**src/rtl/sync_fifo_buffer.sv**
```systemverilog
// sync_fifo_buffer
// Single-clock first-word-fall-through FIFO. It buffers WIDTH-bit words between
// a producer (push/full handshake) and a consumer (pop/empty handshake).
//
// Ports
//   clk_i    : clock, all state changes on the rising edge
//   rst_i    : synchronous reset, active-high; clears pointers and count
//   push_i   : write request; data_i is stored when the push is accepted
//   data_i   : write data
//   full_o   : DEPTH entries stored
//   pop_i    : acknowledge of the presented head word; removes it
//   empty_o  : no entries stored
//   data_o   : head (oldest) word, forced to 0 while empty
//   count_o  : number of stored entries, 0..DEPTH
module sync_fifo_buffer #(
  parameter int WIDTH = 32,
  parameter int DEPTH = 16
) (
  input  logic                       clk_i,
  input  logic                       rst_i,
  input  logic                       push_i,
  input  logic [WIDTH-1:0]           data_i,
  output logic                       full_o,
  input  logic                       pop_i,
  output logic                       empty_o,
  output logic [WIDTH-1:0]           data_o,
  output logic [$clog2(DEPTH+1)-1:0] count_o
);

  localparam int PW = $clog2(DEPTH);
  localparam int CW = $clog2(DEPTH+1);

  logic [WIDTH-1:0] mem_q [DEPTH];
  logic [PW-1:0]    wr_ptr_q, wr_ptr_d;
  logic [PW-1:0]    rd_ptr_q, rd_ptr_d;
  logic [CW-1:0]    count_q, count_d;

  logic full, empty;
  logic push_acc, pop_acc;

  assign full  = (count_q == CW'(DEPTH));
  assign empty = (count_q == '0);

  // A push while full is still accepted when the head is popped in the same
  // cycle: the pop frees the slot the new word lands in.
  assign push_acc = push_i & (~full | pop_i);
  assign pop_acc  = pop_i & ~empty;

  always_comb begin
    wr_ptr_d = wr_ptr_q;
    rd_ptr_d = rd_ptr_q;
    count_d  = count_q;
    if (push_acc) wr_ptr_d = wr_ptr_q + PW'(1);
    if (pop_acc)  rd_ptr_d = rd_ptr_q + PW'(1);
    if (push_acc && !pop_acc)      count_d = count_q + CW'(1);
    else if (pop_acc && !push_acc) count_d = count_q - CW'(1);
  end

  always_ff @(posedge clk_i) begin
    if (rst_i) begin
      wr_ptr_q <= '0;
      rd_ptr_q <= '0;
      count_q  <= '0;
    end else begin
      wr_ptr_q <= wr_ptr_d;
      rd_ptr_q <= rd_ptr_d;
      count_q  <= count_d;
    end
  end

  // Storage is deliberately not reset; stale words are never visible because
  // data_o is masked while empty and only written slots are ever read.
  always_ff @(posedge clk_i) begin
    if (!rst_i && push_acc) mem_q[wr_ptr_q] <= data_i;
  end

  assign full_o  = full;
  assign empty_o = empty;
  assign count_o = count_q;
  assign data_o  = empty ? '0 : mem_q[rd_ptr_q];

endmodule

```
**config.mk**
```make
export PLATFORM = sky130hd
export DESIGN_NAME = sync_fifo_buffer
export DESIGN_NICKNAME = d
export VERILOG_FILES = /design/src/rtl/sync_fifo_buffer.sv
export SDC_FILE = /design/constraint.sdc
export NUM_CORES = 1
export LEC_CHECK = 0
export CAP_MARGIN = 25
export CORE_MARGIN = 2
export CORE_UTILIZATION = 25
export CTS_CLUSTER_DIAMETER = 100
export DETAILED_ROUTE_END_ITERATION = 16
export PLACE_DENSITY = 0.43
export SYNTH_ARGS = -nofsm -noshare
export SYNTH_HDL_FRONTEND = slang
export SYNTH_SLANG_ARGS = --single-unit
```
**constraint.sdc**
```tcl
create_clock -name clk_i -period 5.1 [get_ports clk_i]
set_input_delay 1.53 -clock clk_i [delete_from_list [all_inputs] [get_ports clk_i]]
set_output_delay 1.53 -clock clk_i [all_outputs]
set_load 0.05 [all_outputs]
```
# Word-level counts from Yosys, hierarchy flattened
# Memories as Yosys holds them, arrays and structs flattened. A register that Yosys moved wholly into a read port is not among the register bits.
# Index checks and enable logic that the tools add are counted.
classes:
  addsub: 4
  n_eq_ne: 1
  muxes: 7
  bitwise: 5
  n_reduce_logical: 8
op_table:
  columns: ["op", "n"]
  rows:
  - ["32-bit two-way mux", 1]
  - ["5-bit two-way mux", 2]
  - ["4-bit by 1-bit adder with 4-bit output, second input constant", 2]
  - ["4-bit two-way mux", 2]
  - ["5-bit by 1-bit adder with 5-bit output, second input constant", 1]
  - ["5-bit equality test, second input constant", 1]
  - ["5-bit zero test", 1]
  - ["5-bit by 1-bit subtractor with 5-bit output, second input constant", 1]
  - ["1-bit logical AND", 3]
  - ["1-bit zero test", 3]
  - ["1-bit bitwise AND", 2]
  - ["1-bit two-way mux", 2]
  - ["1-bit inverter", 2]
  - ["2-bit nonzero test", 1]
  - ["1-bit bitwise OR", 1]
totals:
  ff_bits: 13
  ramBits: 512
  in_bits: 36
  out_inout_bits: 39
  wordCells: 29
  memories: 1
memory_table:
  columns: ["name", "words", "width", "rd", "rd_ports_with_merged_regs", "wr", "line_no", "source"]
  rows:
  - ["mem_q", 16, 32, 1, 1, 1, "33", "logic [WIDTH-1:0] mem_q [DEPTH];"]

# Depth between registers and ports, before layout
logic_depth:
  ltp_word: 8
  depth_mapped: 10
  ltp_nobuf: 9

# Worst setup path before layout
# OpenSTA, ideal clock, no wires.
synth_timing:
  path_type: "input to register"
  from: "in rst_i"
  to: "mem mem_q[7][0], enable pin"
  setup_ns: 0.425
  t_arrival_ns: 3.480
  required_time_ns: 4.675
  path_slack_ns: 1.195
  stages: 3
  path_buffers: 1
  path_cell_list: "clkbuf_1 > nor3b_1 > nor2b_1"
synth_via:
  elab_chain_cells: 4
synth_lines:
  columns: ["item", "line_no", "source"]
  rows:
  - ["start: declaration", "20", "input logic rst_i,"]
  - ["1-bit zero test", "74", "if (!rst_i && push_acc) mem_q[wr_ptr_q] <= data_i;"]
  - ["1-bit logical AND", "74", null]
  - ["1-bit two-way mux", "74", null]
  - ["1-bit two-way mux (implied by the code)", "74", null]
  - ["end: declaration", "33", null]
# No other way between the ends.

# Final worst setup path
layout_timing:
  from: "reg count_q[0] (netlist: count_o[0])"
  to: "out data_o[15]"
layout_via:
  elab_chain_cells: 2
layout_lines:
  columns: ["item", "line_no", "source"]
  rows:
  - ["start: declaration", "36", "logic [CW-1:0] count_q, count_d;"]
  - ["start signal: assignment", "67", "count_q <= count_d;"]
  - ["5-bit zero test", "42", "assign empty = (count_q == '0);"]
  - ["32-bit two-way mux", "80", "assign data_o = empty ? '0 : mem_q[rd_ptr_q];"]
  - ["end: declaration", "26", "output logic [WIDTH-1:0] data_o,"]
# No other way between the ends.

==> impl_table.tex <==
\begin{tabular}{lr}
\hline
Metric & Value \\
\hline
\multicolumn{2}{l}{\textbf{STA}} \\
\quad Setup-failing EPs final & 0 \\
\quad Actual slew at the worst max-slew pin & 0.7599 ns \\
\quad Total count of hold-check failures in the final report & 0 \\
\quad Unrepaired setup endpoints after global routing & false \\
\quad Worst-case clock skew & 0.01383 ns \\
\quad Final critical-path share of the clock period & 92.86\% \\
\quad Final total negative setup slack & 0 ns \\
\quad Highest Clock Rate & 211.1 MHz \\
\quad Period minus WS final & 4.736 ns \\
\quad Least setup slack across all paths after layout & 0.3640 ns \\
\quad Worst relative slew slack & 49.27\% \\
\quad Max-slew violation count & 0 \\
\multicolumn{2}{l}{\textbf{Worst hold path}} \\
\quad Worst min-delay path category & register to register \\
\multicolumn{2}{l}{\textbf{Clock tree}} \\
\quad Cts bufs inserted & 59 \\
\quad Bufs on Longest Clock Path & 3 \\
\quad CTS Root Buffer Type & sky130\_fd\_sc\_hd\_\_clkbuf\_16 \\
\quad Insertion delay of the later-clocked pin in the worst-skew pair & between 0.6 and 0.7 ns \\
\quad Max H-tree Level & 2 \\
\quad Clock transition at the registers of the reported paths & 0.06 ns \\
\quad Clk sink count & 529 \\
\quad Clock tree from TritonCTS & done \\
\quad Hold-fix buffers, CTS & 0 \\
\multicolumn{2}{l}{\textbf{Power}} \\
\quad Largest vdd supply drop & 0.2961 mV \\
\quad Part of the power in registers & 40.5\% \\
\quad Internal power of the cells & 8.509 mW \\
\quad Leakage dissipation & 7.476 nW \\
\quad Comb pwr share & 25.2\% \\
\quad Clock share of power & 34.3\% \\
\quad Sw power & 3.693 mW \\
\quad Cell area power density & around 500 nW/um\^{}2 \\
\quad Share of total power consumed by net switching & 30.27\% \\
\multicolumn{2}{l}{\textbf{Finish}} \\
\quad Non-filler cells, final & 2,129 \\
\quad Number of nets in the finished design & 1,072 \\
\quad Fill cell total of the finished layout & 7,745 \\
\quad Area of all placed cells without fillers & roughly 25,000 um\^{}2 \\
\quad Antenna diode count & 0 \\
\quad Layout cell share with drive strength beyond 1 & a little under 30\% \\
\quad Area growth, synth to finish & 20.47\% \\
\multicolumn{2}{l}{\textbf{Global route}} \\
\quad GR Util All Layers & about an eighth \\
\quad Pin count of the biggest net entering global routing & 54 \\
\quad Number of global-route vias before repair & around 10k \\
\quad Number of antenna violations at the first check in global routing & 2 \\
\quad Residual overflow from global routing & 0 \\
\quad First-pass GRT wire length & 73,490 um \\
\multicolumn{2}{l}{\textbf{Synthesis}} \\
\quad Post-synthesis average cell area & 22.71 um\^{}2 \\
\quad Leading register cell type out of synthesis & sky130\_fd\_sc\_hd\_\_edfxtp\_1 \\
\quad Distinct cell type count of the synthesized netlist & 41 \\
\quad Cell Area, Synth & around 20,000 um\^{}2 \\
\quad Gate count after technology mapping & around 900 \\
\quad Yosys warns & 0 \\
\quad Syn\_nets & 942 \\
\quad Synth Register Bits & 529 \\
\quad Fraction of synthesis flops using an asynchronous set or reset pin & 0\% \\
\quad EDFF count, synth & 512 \\
\quad Sequential share of the synthesized area & a little under 80\% \\
\multicolumn{2}{l}{\textbf{Placed design}} \\
\quad Final RePlAce weighted congestion & 0.6779 \\
\quad Placed instance area & between 20,000 and 25,000 um\^{}2 \\
\quad Worst-case setup slack after placement & between 0.7 and 0.8 ns \\
\quad Number of I/O port buffers & 74 \\
\quad Post-DP HPWL & roughly 29,000 um \\
\quad Cell Count Post-Placement & roughly 2.0k \\
\multicolumn{2}{l}{\textbf{Floorplan}} \\
\quad Effective utilization at floorplan & 25.26\% \\
\quad Total die area & roughly 84,000 um\^{}2 \\
\quad Horizontal die dimension & 289.3 um \\
\quad Die height & 289.3 um \\
\quad Top-level I/O count & 75 \\
\quad Placement Rows & 104 \\
\quad Core Footprint & slightly above 80,000 um\^{}2 \\
\multicolumn{2}{l}{\textbf{Route}} \\
\quad Via density & between 4 and 5 \\
\quad Total vias in the final route & around 9.5k \\
\quad Total wire length after detailed routing & 50,840 um \\
\quad Detail Route Antenna Nets & 0 \\
\quad DRC & 0 \\
\quad Post-DR wirelength/cell & 23.88 um \\
\quad Initial drt markers & approximately 770 \\
\quad Detailed-router iteration count before antenna repair & 7 \\
\multicolumn{2}{l}{\textbf{Outcome}} \\
\quad Outcome & complete, no violations \\
\multicolumn{2}{l}{\textbf{Critical path}} \\
\quad Worst path required time & 3.57 ns \\
\quad Arrival time at the worst endpoint & 3.21 ns \\
\quad Largest fanout on the critical path & 15 \\
\quad Launching element type of the critical path & register \\
\quad Worst Setup Path Type & register to output pin \\
\quad Nature of the critical path endpoint & output pin \\
\multicolumn{2}{l}{\textbf{Run}} \\
\quad Maximum capacitance violations & 0 \\
\hline
\end{tabular}
-- critical path: stages (launching register included) --
cell                      delay [ns]
sky130_fd_sc_hd__dfxtp_1        0.38
sky130_fd_sc_hd__or4_4          0.70
sky130_fd_sc_hd__nor2_8         0.39
sky130_fd_sc_hd__nor3b_4        0.17
sky130_fd_sc_hd__buf_12         0.22
sky130_fd_sc_hd__buf_12         0.16
sky130_fd_sc_hd__a221o_1        0.35
sky130_fd_sc_hd__buf_4          0.20
-- logic make-up (layout without fill, tap and decap cells) --
logic type	after synthesis	after routing	synth area share, %
adder cells (fa/ha/maj)	10	10	0.6519
XOR/XNOR	8	8	0.3444
multiplexers	164	164	15.95
buffers and inverters	53	225	1.501
AO/OA/AOI/OAI	44	44	2.079
AND/OR/NAND/NOR	88	89	2.238
flip-flops	529	529	77.24
-- what timing repair did --
action                     in CTS  in global routing
buffers inserted                0                  0
hold endpoints to repair        0                  0
setup endpoints to repair       0                  8
gates resized for setup         0                  1
-- power groups by stage --
stage	clock network [mW]	logic, mW	registers (mW)
after floorplan	0	2.16	5.02
after global placement	0	3.14	5.03
after detailed placement	0	3.13	5.03
after CTS	4.32	3.14	4.94
after global routing	4.49	3.29	4.96
final	4.19	3.07	4.94
-- flip-flops by register name (all words and copies together) (netlist names), named ones only --
name,cells
count_o,5
mem_q,512
rd_ptr_q,4
wr_ptr_q,4
-- cell usage in the layout, fill, tap and decap left out, types with 7 or more instances in the layout --
cell	netlist	final
sky130_fd_sc_hd__edfxtp_1	512	512
sky130_fd_sc_hd__mux4_2	128	128
sky130_fd_sc_hd__buf_4	5	66
sky130_fd_sc_hd__clkbuf_16	0	60
sky130_fd_sc_hd__clkdlybuf4s50_1	0	42
sky130_fd_sc_hd__mux2i_1	35	35
sky130_fd_sc_hd__nor3_1	32	32
sky130_fd_sc_hd__a221o_1	32	32
sky130_fd_sc_hd__nor2_1	31	19
sky130_fd_sc_hd__nor2_4	1	14
sky130_fd_sc_hd__dfxtp_1	17	13
sky130_fd_sc_hd__clkinv_1	0	12
sky130_fd_sc_hd__clkinv_2	0	12
sky130_fd_sc_hd__ha_1	9	9
sky130_fd_sc_hd__buf_12	0	9
sky130_fd_sc_hd__clkbuf_1	12	7
-- per-stage QoR --
| step | hold slack [ns] | power, mW | util [%] |
|---|---|---|---|
| after CTS | 0.5410 | 12.40 | 30.41 |
| after global placement | 0.5107 | 8.170 | 28.05 |
| final | 0.5263 | 12.20 | 30.43 |
| after floorplan | 0.4847 | 7.178 | - |
| after global routing | 0.5711 | 12.74 | 30.43 |
| after detailed placement | 0.5319 | 8.162 | 28.05 |
-- layer usage --
layer,vias up,global-route usage [%],wire length (um)
met1,5141,17.24,23430
li1,4083,-,-
met2,191,19.53,24340
met5,-,0,29
met4,4,3.028,964
met3,67,2.016,2080
-- area by class of cell --
type | instances | area (um^2) | area share [%]
Clock buffer | 67 | 1528 | 6.233
Clock inverter | 37 | 375.4 | 1.531
Inverter | 4 | 15.01 | 0.06126
Multi-Input combinational cell | 315 | 4442 | 18.12
Sequential cell | 529 | 15730 | 64.17
Tap cell | 1060 | 1326 | 5.411
Timing Repair Buffer | 117 | 1096 | 4.472
-- final timing paths --
kind | start | slack [ns] | to | depth (start not counted)
setup / recovery | count_o[0] | 0.36 | data_o[15] | 7
hold / removal | rd_ptr_q[3] | 0.53 | register | 2
setup reg to reg | count_o[4] | 2.15 | count_o[4] | 9
hold reg to reg | rd_ptr_q[3] | 0.53 | register | 2
-- cell usage after synthesis (all sizes together), types with 2 or more instances --
| library cell | number | area share (%) |
|---|---|---|
| edfxtp | 512 | 76 |
| mux4 | 128 | 14 |
| mux2i | 35 | 1.7 |
| buf | 34 | 1.1 |
| nor2 | 33 | 0.73 |
| a221o | 32 | 1.6 |
| nor3 | 32 | 0.79 |
| dfxtp | 17 | 1.7 |
| clkbuf | 15 | 0.33 |
| ha | 9 | 0.55 |
| nand2 | 6 | 0.11 |
| xor2 | 5 | 0.22 |
| a21oi | 4 | 0.098 |
| and3 | 4 | 0.12 |
| inv | 4 | 0.074 |
| xnor2 | 3 | 0.13 |
| nor2b | 2 | 0.061 |
| nor3b | 2 | 0.13 |
| nor4 | 2 | 0.061 |
| o211ai | 2 | 0.074 |
| or3 | 2 | 0.061 |
Power figures use the tool's default switching activity.
